`src/rtl/s2p_pkg.sv`:
```
// s2p_pkg: shared state encoding and defaults for the serial frame receiver
package s2p_pkg;
  localparam int S2P_WIDTH_DEFAULT = 8;
  typedef enum logic [2:0] {IDLE, DATA, PARITY, STOP, RESYNC} state_e;
endpackage

```
`src/rtl/s2p_shift_reg.sv`:
```
// s2p_shift_reg: MSB-first serial-to-parallel shift register with synchronous clear
module s2p_shift_reg
  import s2p_pkg::*;
#(
  parameter int WIDTH = S2P_WIDTH_DEFAULT
) (
  input  logic             clk,
  input  logic             reset,
  input  logic             clr_i,
  input  logic             en_i,
  input  logic             d_i,
  output logic [WIDTH-1:0] q_o
);
  logic [WIDTH-1:0] q_q;
  // first bit shifted in ends up in the MSB after WIDTH shifts
  always_ff @(posedge clk or negedge reset)
    if (!reset) q_q <= '0;
    else if (clr_i) q_q <= '0;
    else if (en_i) q_q <= {q_q[WIDTH-2:0], d_i};
  assign q_o = q_q;
endmodule

```
`src/rtl/s2p_frame_ctrl.sv`:
```
// s2p_frame_ctrl: framed serial receiver with even parity, stop check and one-entry output buffer
module s2p_frame_ctrl
  import s2p_pkg::*;
#(
  parameter int WIDTH = S2P_WIDTH_DEFAULT,
  parameter int CNT_W = $clog2(WIDTH)
) (
  input  logic             clk,
  input  logic             reset,
  input  logic             serial_in,
  input  logic             bit_en,
  output logic [WIDTH-1:0] data_out,
  output logic             data_valid,
  input  logic             data_ready,
  output logic             busy,
  output logic             parity_err,
  output logic             frame_err,
  output logic             overrun
);
  state_e           state_q, state_d;
  logic [CNT_W-1:0] cnt_q, cnt_d;
  logic [WIDTH-1:0] data_q, data_d, sr;
  logic             par_q, par_d, valid_q, valid_d, busy_q, busy_d;
  logic             perr_q, perr_d, ferr_q, ferr_d, ovr_q, ovr_d;
  logic             clr, shift;

  s2p_shift_reg #(.WIDTH(WIDTH)) u_sr (
    .clk  (clk),
    .reset(reset),
    .clr_i(clr),
    .en_i (shift),
    .d_i  (serial_in),
    .q_o  (sr)
  );

  // state, counter, parity accumulator and registered outputs
  always_ff @(posedge clk or negedge reset)
    if (!reset) begin
      state_q <= IDLE;
      cnt_q   <= '0;
      par_q   <= 1'b0;
      data_q  <= '0;
      valid_q <= 1'b0;
      busy_q  <= 1'b0;
      perr_q  <= 1'b0;
      ferr_q  <= 1'b0;
      ovr_q   <= 1'b0;
    end else begin
      state_q <= state_d;
      cnt_q   <= cnt_d;
      par_q   <= par_d;
      data_q  <= data_d;
      valid_q <= valid_d;
      busy_q  <= busy_d;
      perr_q  <= perr_d;
      ferr_q  <= ferr_d;
      ovr_q   <= ovr_d;
    end

  // frame sequencing on bit_en; the consumer handshake runs every cycle regardless
  always_comb begin
    state_d = state_q;
    cnt_d   = cnt_q;
    par_d   = par_q;
    data_d  = data_q;
    valid_d = valid_q & ~data_ready;
    perr_d  = 1'b0;
    ferr_d  = 1'b0;
    ovr_d   = 1'b0;
    clr     = 1'b0;
    shift   = 1'b0;
    if (bit_en)
      case (state_q)
        IDLE: if (!serial_in) begin
          state_d = DATA;
          cnt_d   = '0;
          par_d   = 1'b0;
          clr     = 1'b1;
        end
        DATA: begin
          shift   = 1'b1;
          cnt_d   = cnt_q + 1'b1;
          par_d   = par_q ^ serial_in;
          state_d = (cnt_q == CNT_W'(WIDTH - 1)) ? PARITY : DATA;
        end
        PARITY: begin
          par_d   = par_q ^ serial_in;
          state_d = STOP;
        end
        STOP: if (!serial_in) begin
          ferr_d  = 1'b1;
          state_d = RESYNC;
        end else begin
          state_d = IDLE;
          if (par_q) perr_d = 1'b1;
          else if (valid_q && !data_ready) ovr_d = 1'b1;
          else begin
            data_d  = sr;
            valid_d = 1'b1;
          end
        end
        RESYNC: state_d = serial_in ? IDLE : RESYNC;
        default: state_d = IDLE;
      endcase
    busy_d = state_d != IDLE;
  end

  assign data_out   = data_q;
  assign data_valid = valid_q;
  assign busy       = busy_q;
  assign parity_err = perr_q;
  assign frame_err  = ferr_q;
  assign overrun    = ovr_q;
endmodule
```
`config.mk`:
```
export PLATFORM = sky130hd
export DESIGN_NAME = s2p_frame_ctrl
export DESIGN_NICKNAME = d
export VERILOG_FILES = /design/src/rtl/s2p_pkg.sv /design/src/rtl/s2p_shift_reg.sv /design/src/rtl/s2p_frame_ctrl.sv
export SDC_FILE = /design/constraint.sdc
export NUM_CORES = 1
export LEC_CHECK = 0
export BUFFER_PORTS_ARGS = -buffer_cell sky130_fd_sc_hd__buf_2
export CELL_PAD_IN_SITES_DETAIL_PLACEMENT = 0
export CELL_PAD_IN_SITES_GLOBAL_PLACEMENT = 1
export CORE_UTILIZATION = 43
export DETAILED_ROUTE_END_ITERATION = 16
export GPL_TIMING_DRIVEN = 0
export PLACE_DENSITY_LB_ADDON = 0.1
export SLEW_MARGIN = 20
export SYNTH_ARGS = -nofsm -noshare
export SYNTH_HDL_FRONTEND = slang
export SYNTH_SLANG_ARGS = --single-unit
```
`constraint.sdc`:
```
create_clock -name clk -period 1.8 [get_ports clk]
set_clock_uncertainty 0.1 [all_clocks]
set_input_delay 0.36 -clock clk [delete_from_list [all_inputs] [get_ports clk]]
set_output_delay 0.36 -clock clk [all_outputs]
set_load 0.03 [all_outputs]
```
**Word level (Yosys, flattened, before mapping)**

Index checks and enable logic that the tools add are counted.

- RAM bits: 0
- Memories: 0
- Memory bits (read-only): 0
- Register bits: 28
- Latch bits: 0

- Equality and inequality tests: 6
- Bitwise gates (word level): 5
- Magnitude comparators: 0
- Shift operators: 0
- Add/sub/neg operators: 1
- Multipliers: 0
- Multiplexer cells: 32
- Reductions and logical operators: 12
- Divide/modulo/power cells: 0

Operators with widths:

| operator | number |
|---|---|
| 1-bit two-way mux | 22 |
| 8-bit two-way mux | 2 |
| 3-bit two-way mux | 4 |
| 3-bit case mux with 4 select lines | 1 |
| 3-bit by 2-bit == test with 1-bit output, second input constant | 2 |
| 3-bit == test, second input constant | 2 |
| 3-bit case mux with 2 select lines | 1 |
| 3-bit AND reduction | 2 |
| 2-bit nonzero test | 3 |
| 5-bit AND reduction | 1 |
| 2-bit OR reduction | 2 |
| 3-bit by 1-bit adder with 3-bit output, second input constant | 1 |
| 3-bit by 1-bit == test with 1-bit output, second input constant | 1 |
| 3-bit logical NOT | 1 |
| 1-bit inverter | 3 |
| 3-bit nonzero test | 1 |
| 2-bit two-way mux | 1 |
| 2-bit inequality test, second input constant | 1 |
| 1-bit case mux with 2 select lines | 1 |
| 1-bit bitwise AND | 1 |
| 1-bit logical AND | 1 |
| 1-bit logical NOT | 1 |
| 1-bit bitwise XOR | 1 |

**Logic depth before layout (Yosys ltp)**

Gate-level depths: netlist of run 1.

- Depth after elaboration: 7
- Mapped depth: 6
- Mapped depth without buffers: 5

**Cells and area by module**

From an unflattened synthesis of run 1, not the netlist that was laid out.

- Cells, all modules: 93
- Area, all modules: 1204.9 µm²

By module, submodules not included:

| module | instances | cells each | area each (µm²) |
|---|---|---|---|
| s2p_frame_ctrl | 1 | 67 | 879.6 |
| s2p_shift_reg | 1 | 26 | 325.3 |

**Worst setup path before layout of run 1**

No wires, ideal clock.

- Path type: reg-to-reg
- Start point: reg state_q[2]
- End point: reg data_q[0], in the netlist data_out[0]
- Buffers on the path: 1
- Data required time: 1.575 ns
- Cell stages (with the launch flop): 6
- Arrival: 1.428 ns
- Path slack: 0.147 ns
- Setup time: 0.125 ns
- Cells stage by stage: dfrtp_1 and4b_1 nand3b_1 nor2b_1 buf_2 mux2_2

- Word-level cells in the longest chain between the ends: 2

Ends and longest elaborated chain:

| item | RTL line | text |
|---|---|---|
| from (decl) | s2p_frame_ctrl.sv:20 | `state_e state_q, state_d;` |
| from (signal assigned) | s2p_frame_ctrl.sv:49 | `state_q <= state_d;` |
| 3-bit by 2-bit == test with 1-bit output | s2p_frame_ctrl.sv:73 | `case (state_q)` |
| 5-bit AND reduction (no source line) | -- |  |
| to (signal assigned) | s2p_frame_ctrl.sv:52 | `data_q <= data_d;` |
| to (decl) | s2p_frame_ctrl.sv:22 | `logic [WIDTH-1:0] data_q, data_d, sr;` |

Every way passes these cells.
A chain may end at the register's enable or synchronous reset.

**Worst setup path in the final report of run 1**

Ends and elaborated chain as after synthesis.

==> summary.md, run 1 <==
| Metric | Value |
|---|---|
| Status | `finished clean` |
| Final Hold Fails | `0` |
| Hold WC Path Type | `input pin to register` |
| Slowest CP cell | `dfrtp_2` |
| Met2 GRT Util | `23.0%` |
| Distinct cell type count after synthesis | `28` |
| Critical path type | `register to register` |
| CP cell instances | `and4b_2 -> nand3b_1 -> nor2b_1 -> buf_4 -> mux2_2` |
| Root Driver | `clkbuf_4` |
| Post-placement cell area | `1310 µm²` |
| Critical Path Sink Type | `register` |
| Layout cells sized above 1 | `32.5%` |
| Placed insts | `148` |
| Total power | `0.00213 W` |
| Initial DRC Count | `16` |
| Comb pwr share | `35.2%` |
| Min Hold Slack | `0.177 ns` |
| Vias per cell | `5.26` |
| Design area | `1410 µm²` |
| Area grow syn2layout | `19.1%` |
| Die width | `54.6 µm` |
| Grt ovf | `0` |
| GR Util met1 | `21.1%` |
| Required @ worst endpoint | `1.92 ns` |
| Fmax | `580 MHz` |
| CTS tree | `done` |
| RePlAce Congestion | `0.819` |
| # rows | `18` |
| GRT Total Usage | `15.6%` |
| Syn Nets | `109` |
| Die area | `2980 µm²` |
| Top FF cell, synth | `dfrtp_1` |
| Starting Density | `46.7%` |
| Setup crit start kind | `register` |
| Final core utilization | `55.6%` |
| Max Slew Vio Count | `0` |
| GR peak layer | `met2` |
| Buffers & Inverters on Critical Path | `1` |
| P_sw | `0.000746 W` |
| Antenna violations before repair | `0` |
| FFs w/ async S/R, synth | `100%` |
| Internal Dissipation | `0.00138 W` |
| Yosys Warn Count | `0` |
| Syn_area_per_cell | `11.8 µm²` |
| Worst skew pair latency | `0.32 ns` |
| Power Dens Cells | `1500 nW/µm²` |
| Reg power frac | `45.6%` |
| EDFF count, synth | `0` |
| Ratio of final minimum period to clock period | `95.8%` |
| Clk buf depth | `2` |
| CP max stage delay | `0.46 ns` |
| Post-DP HPWL | `1350 µm` |
| Flop-to-flop setup slack | `0.07 ns` |
| Max Fanout on Critical Path | `8` |
| Crit path DAT | `1.85 ns` |
| First-pass GRT wire length | `3250 µm` |
| Core ar. | `2540 µm²` |
| Worst-path clk slew | `0.14 ns` |
| Routed Antenna Nets | `0` |
| Vias in the first global route | `739` |
| Netlist Area Pre-Place | `1190 µm²` |
| Drt first pass iters | `4` |
| Die H | `54.6 µm` |
| IO Count | `18` |
| Static leakage | `0.728 nW` |
| Worst rel slew slack | `58.9%` |
| # setup viols final | `0` |
| Max_cap viols | `0` |
| RSZ-0062 raised after global routing | `true` |
| Final min period | `1.73 ns` |
| Seq/Total Area, Yosys | `59.0%` |
| VDD IR max | `0.835 mV` |
| Switching part of the total | `35.1%` |
| Port buffer count | `17` |
| Post-Route WL | `2030 µm` |
| M3 GR Usage | `2.78%` |
| Post-Layout Cell Count | `156` |
| Via count | `821` |
| Worst slew pin tran | `0.616 ns` |
| Drt drc | `0` |
| CP delay by family, top | `simple AND/OR/NAND/NOR gates` |
| DR WL/cell | `13.0 µm` |
| Gate Count Post-Synth | `101` |
| Power share of the clock group | `19.2%` |
| FF+latch count, synth | `28` |
| H-tree lvl count | `1` |
| TritonCTS Buffers | `3` |
| Largest net degree at the start of global routing | `29` |
| Final nets | `135` |
| TritonCTS Sinks | `28` |
| Ant diodes | `0` |
-- flip-flops by register name, summed over array words and instances (netlist names) --
register and flops:
state_q 3, cnt_q 3, u_sr.q_o 8, busy 1
frame_err 1, parity_err 1, par_q 1, overrun 1
data_out 8, data_valid 1
-- timing repair --
action	in CTS	in global routing
resized for setup	2	6
setup buffers	0	3
setup endpoints to repair	9	10
endpoints found under the hold margin	28	0
hold buffers	1	0
-- logic make-up after synthesis --
kind of cell / count (synthesis) / share of synthesized area [%]
simple gates: 40 / 18.3
mux: 10 / 9.48
fa+ha+maj: 3 / 3.16
flops: 28 / 59.0
compound gates: 12 / 7.06
buf+inv: 8 / 2.95
-- per-stage QoR --
step	TNS (ns)	worst slack [ns]
after global routing	-0.171	-0.0301
after global placement	-0.0756	-0.0194
final	0	0.0748
after floorplan	0	0.147
after CTS	0	0.00883
after detailed placement	-0.223	-0.0483
-- area by class of cell --
type,instances,area [µm²]
buffer,5,31.3
clock buffer,3,22.5
clock inverter,1,30.0
fill,217,1130
inverter,3,11.3
multi-input combinational,65,462
sequential,28,702
tap,30,37.5
timing repair buffer,21,118
-- power by group through the flow --
stage          clock, W  sequential [W]  combinational, W
6_report       0.000407        0.000970          0.000749
5_1_grt        0.000446        0.000997          0.000833
4_1_cts        0.000419        0.000969          0.000729
3_5_place_dp          0        0.000980          0.000721
3_3_place_gp          0        0.000976          0.000703
2_1_floorplan         0         0.00109          0.000411
-- cells in the final DEF, fill, tap and decap left out, drive strengths merged, types with 2 or more instances in the layout --
cell	n
nand2b	2
a22o	3
nand2	16
buf	22
dfrtp	28
nand4	7
mux2	10
o21ai	4
nor2b	4
clkbuf	6
ha	3
inv	3
nor2	3
-- Yosys cell counts (2+ instances only) --
cell type   n  area, µm²
ha_1        3       37.5
clkbuf_1    3       11.3
nand2b_1    2       12.5
mux2_2     10        113
nand2_1    16       60.1
inv_1       3       11.3
nor2_1      2       7.51
nand4_1     7       43.8
dfrtp_1    28        701
a22o_1      3       26.3
o21ai_0     4       20.0
nor2b_1     4       25.0
-- path summary, 6_finish.rpt --
check                                         from                       to  cells past startpoint
hold / removal                           serial_in      frame_err$_DFF_PN0_                      2
setup / recovery              state_q[2]$_DFF_PN0_  data_out[0]$_DFFE_PN0P_                      5
max in group asynchronous                    reset     state_q[2]$_DFF_PN0_                      2
min in group asynchronous                    reset  u_sr.q_o[5]$_DFFE_PN0P_                      2
setup reg to reg              state_q[2]$_DFF_PN0_  data_out[0]$_DFFE_PN0P_                      5
hold reg to reg            u_sr.q_o[7]$_DFFE_PN0P_  u_sr.q_o[7]$_DFFE_PN0P_                      2
-- routing by layer --
layer | up-vias | wire length (µm) | part of all wire (%)
met1 | 394 | 1070 | 53
met4 | 0 | 13 | 0.64
met2 | 15 | 865 | 43
met3 | 2 | 80 | 3.9
li1 | 410 | - | -
met5 | - | 0 | 0
Power figures use the tool's default switching activity.
==> inputs of run 2 (changes only) <==
Settings changed: CORE_UTILIZATION 43 to 46, RECOVER_POWER set to 25.
Clock period 1.8 ns to 2.2 ns, I/O delays scaled along.
==> summary.md, run 2 (synthesis results as in run 1) <==
| Metric | Value |
|---|---|
| Status | `finished clean` |
| Root Driver | `clkbuf_4` |
| Critical Path Sink Type | `register` |
| TritonCTS Sinks | `28` |
| Hold endpoint | `frame_err$_DFF_PN0_` |
| Setup_tns | `0 ns` |
| GRT Total Usage | `17.8%` |
| Clk buf depth | `2` |
| Power Dens Cells | `1260 nW/µm²` |
| Worst rel slew slack | `3.01%` |
| Max Slew Vio Count | `0` |
| Reg power frac | `46.5%` |
| Grt ovf | `0` |
| Worst slew pin tran | `1.45 ns` |
| Ratio of final minimum period to clock period | `84.6%` |
| # rows | `18` |
| CP delay by family, top | `simple AND/OR/NAND/NOR gates` |
| Worst R2R End | `data_out[6]$_DFFE_PN0P_` |
| Vias in the first global route | `786` |
| Vias per cell | `5.34` |
| Max_cap viols | `0` |
| Static leakage | `0.700 nW` |
| Critical R2R Launch | `state_q[2]$_DFF_PN0_` |
| Buffers & Inverters on Critical Path | `1` |
| Routed Antenna Nets | `0` |
| Drt drc | `0` |
| Core ar. | `2450 µm²` |
| Starting Density | `48.4%` |
| Comb pwr share | `34.0%` |
| Worst hold path cell count | `2` |
| RePlAce Congestion | `0.783` |
| Area grow syn2layout | `14.6%` |
| P_sw | `0.000602 W` |
| Ant diodes | `0` |
| IO Count | `18` |
| CTS tree | `done` |
| Worst skew pair latency | `0.32 ns` |
| Commonest non-fill, non-tap cell in the layout | `dfrtp_1` |
| Via count | `811` |
| Layout cells sized above 1 | `27.9%` |
| Setup crit start kind | `register` |
| Max Fanout on Critical Path | `8` |
| Final Hold Fails | `0` |
| Die H | `52.8 µm` |
| Hold WC Path Type | `input pin to register` |
| Post-DP HPWL | `1430 µm` |
| Crit path DAT | `1.99 ns` |
| Hold buffer count at cts | `0` |
| Die width | `52.8 µm` |
| Final core utilization | `55.5%` |
| Flop-to-flop setup slack | `0.34 ns` |
| Reg2Reg Depth | `5` |
| TritonCTS Buffers | `3` |
| Die area | `2790 µm²` |
| Min-Delay Startpoint | `serial_in` |
| Antenna violations before repair | `0` |
| Port buffer count | `17` |
| Critical path type | `register to register` |
| Required @ worst endpoint | `2.33 ns` |
| Final nets | `131` |
| Fmax | `537 MHz` |
| Drt first pass iters | `5` |
| Internal Dissipation | `0.00111 W` |
| DR WL/cell | `13.6 µm` |
| Initial DRC Count | `14` |
| Power share of the clock group | `19.4%` |
| Setup Buffers After CTS | `0` |
| Final min period | `1.86 ns` |
| Slowest CP cell | `dfrtp_1` |
| Number of gates resized after CTS | `0` |
| First-pass GRT wire length | `3520 µm` |
| # setup viols final | `0` |
| Commonest non-fill, non-tap cells in the layout | `dfrtp_1 (28), buf_2 (17), nand2_1 (16), mux2_2 (10), nand4_1 (7)` |
| Post-Route WL | `2060 µm` |
| Worst-path clk slew | `0.15 ns` |
| CP cell instances | `and4b_1 -> nand3b_1 -> nor2b_1 -> buf_2 -> mux2_2` |
| RSZ-0062 raised after global routing | `false` |
| CP max stage delay | `0.47 ns` |
| Switching part of the total | `35.2%` |
| Largest net degree at the start of global routing | `29` |
| VDD IR max | `0.652 mV` |
| H-tree lvl count | `1` |
## run 2: layout make-up
class,count,area [µm²]
fill,226,1090
sequential,28,701
multi-input combinational,65,452
timing repair buffer,17,83.8
tap,30,37.5
clock inverter,1,30.0
buffer,5,23.8
clock buffer,3,22.5
inverter,3,11.3
## run 2: how the worst max path moves through the flow
stage,startpoint,end,slack (ns),cells after the start
after detailed placement,bit_en,data_out[6]$_DFFE_PN0P_,0.26,6
after CTS,state_q[2]$_DFF_PN0_,data_out[6]$_DFFE_PN0P_,0.33,5
after global routing,state_q[2]$_DFF_PN0_,data_out[0]$_DFFE_PN0P_,0.24,5
after floorplan,state_q[2]$_DFF_PN0_,data_out[0]$_DFFE_PN0P_,0.55,5
after global placement,bit_en,cnt_q[0]$_DFFE_PN0P_,0.31,5
final,state_q[2]$_DFF_PN0_,data_out[6]$_DFFE_PN0P_,0.34,5
## run 2: power groups by stage
stage               combinational, W  clock, W  sequential [W]
floorplan                   0.000336         0        0.000894
finish                      0.000582  0.000333        0.000796
global placement            0.000574         0        0.000798
CTS                         0.000591  0.000344        0.000795
global route                0.000661  0.000362        0.000815
detailed placement          0.000589         0        0.000805
## run 2: layer usage
metal	vias up	global-route usage, %	routed length [µm]
li1	399	-	-
met1	395	23.6	1030
met2	15	28.1	936
met3	2	2.61	79
met4	0	8.77	12
met5	-	0	0
## run 2: worst register-to-register path, stage by stage (launching register included)
cell,delay [ns]
dfrtp_1,0.47
and4b_1,0.33
nand3b_1,0.14
nor2b_1,0.13
buf_2,0.24
mux2_2,0.37
## run 2: through the flow
| stage | power (W) | cells | cell area [µm²] | setup WS [ns] | hold slack [ns] |
|---|---|---|---|---|---|
| after floorplan | 0.00123 | 101 | 1190 | 0.547 | 0.0444 |
| after global placement | 0.00137 | 148 | 1310 | 0.307 | 0.355 |
| after detailed placement | 0.00139 | 148 | 1310 | 0.256 | 0.354 |
| after CTS | 0.00173 | 152 | 1360 | 0.335 | 0.0174 |
| after global routing | 0.00184 | 152 | 1360 | 0.239 | 0.250 |
| final | 0.00171 | 152 | 1360 | 0.338 | 0.246 |
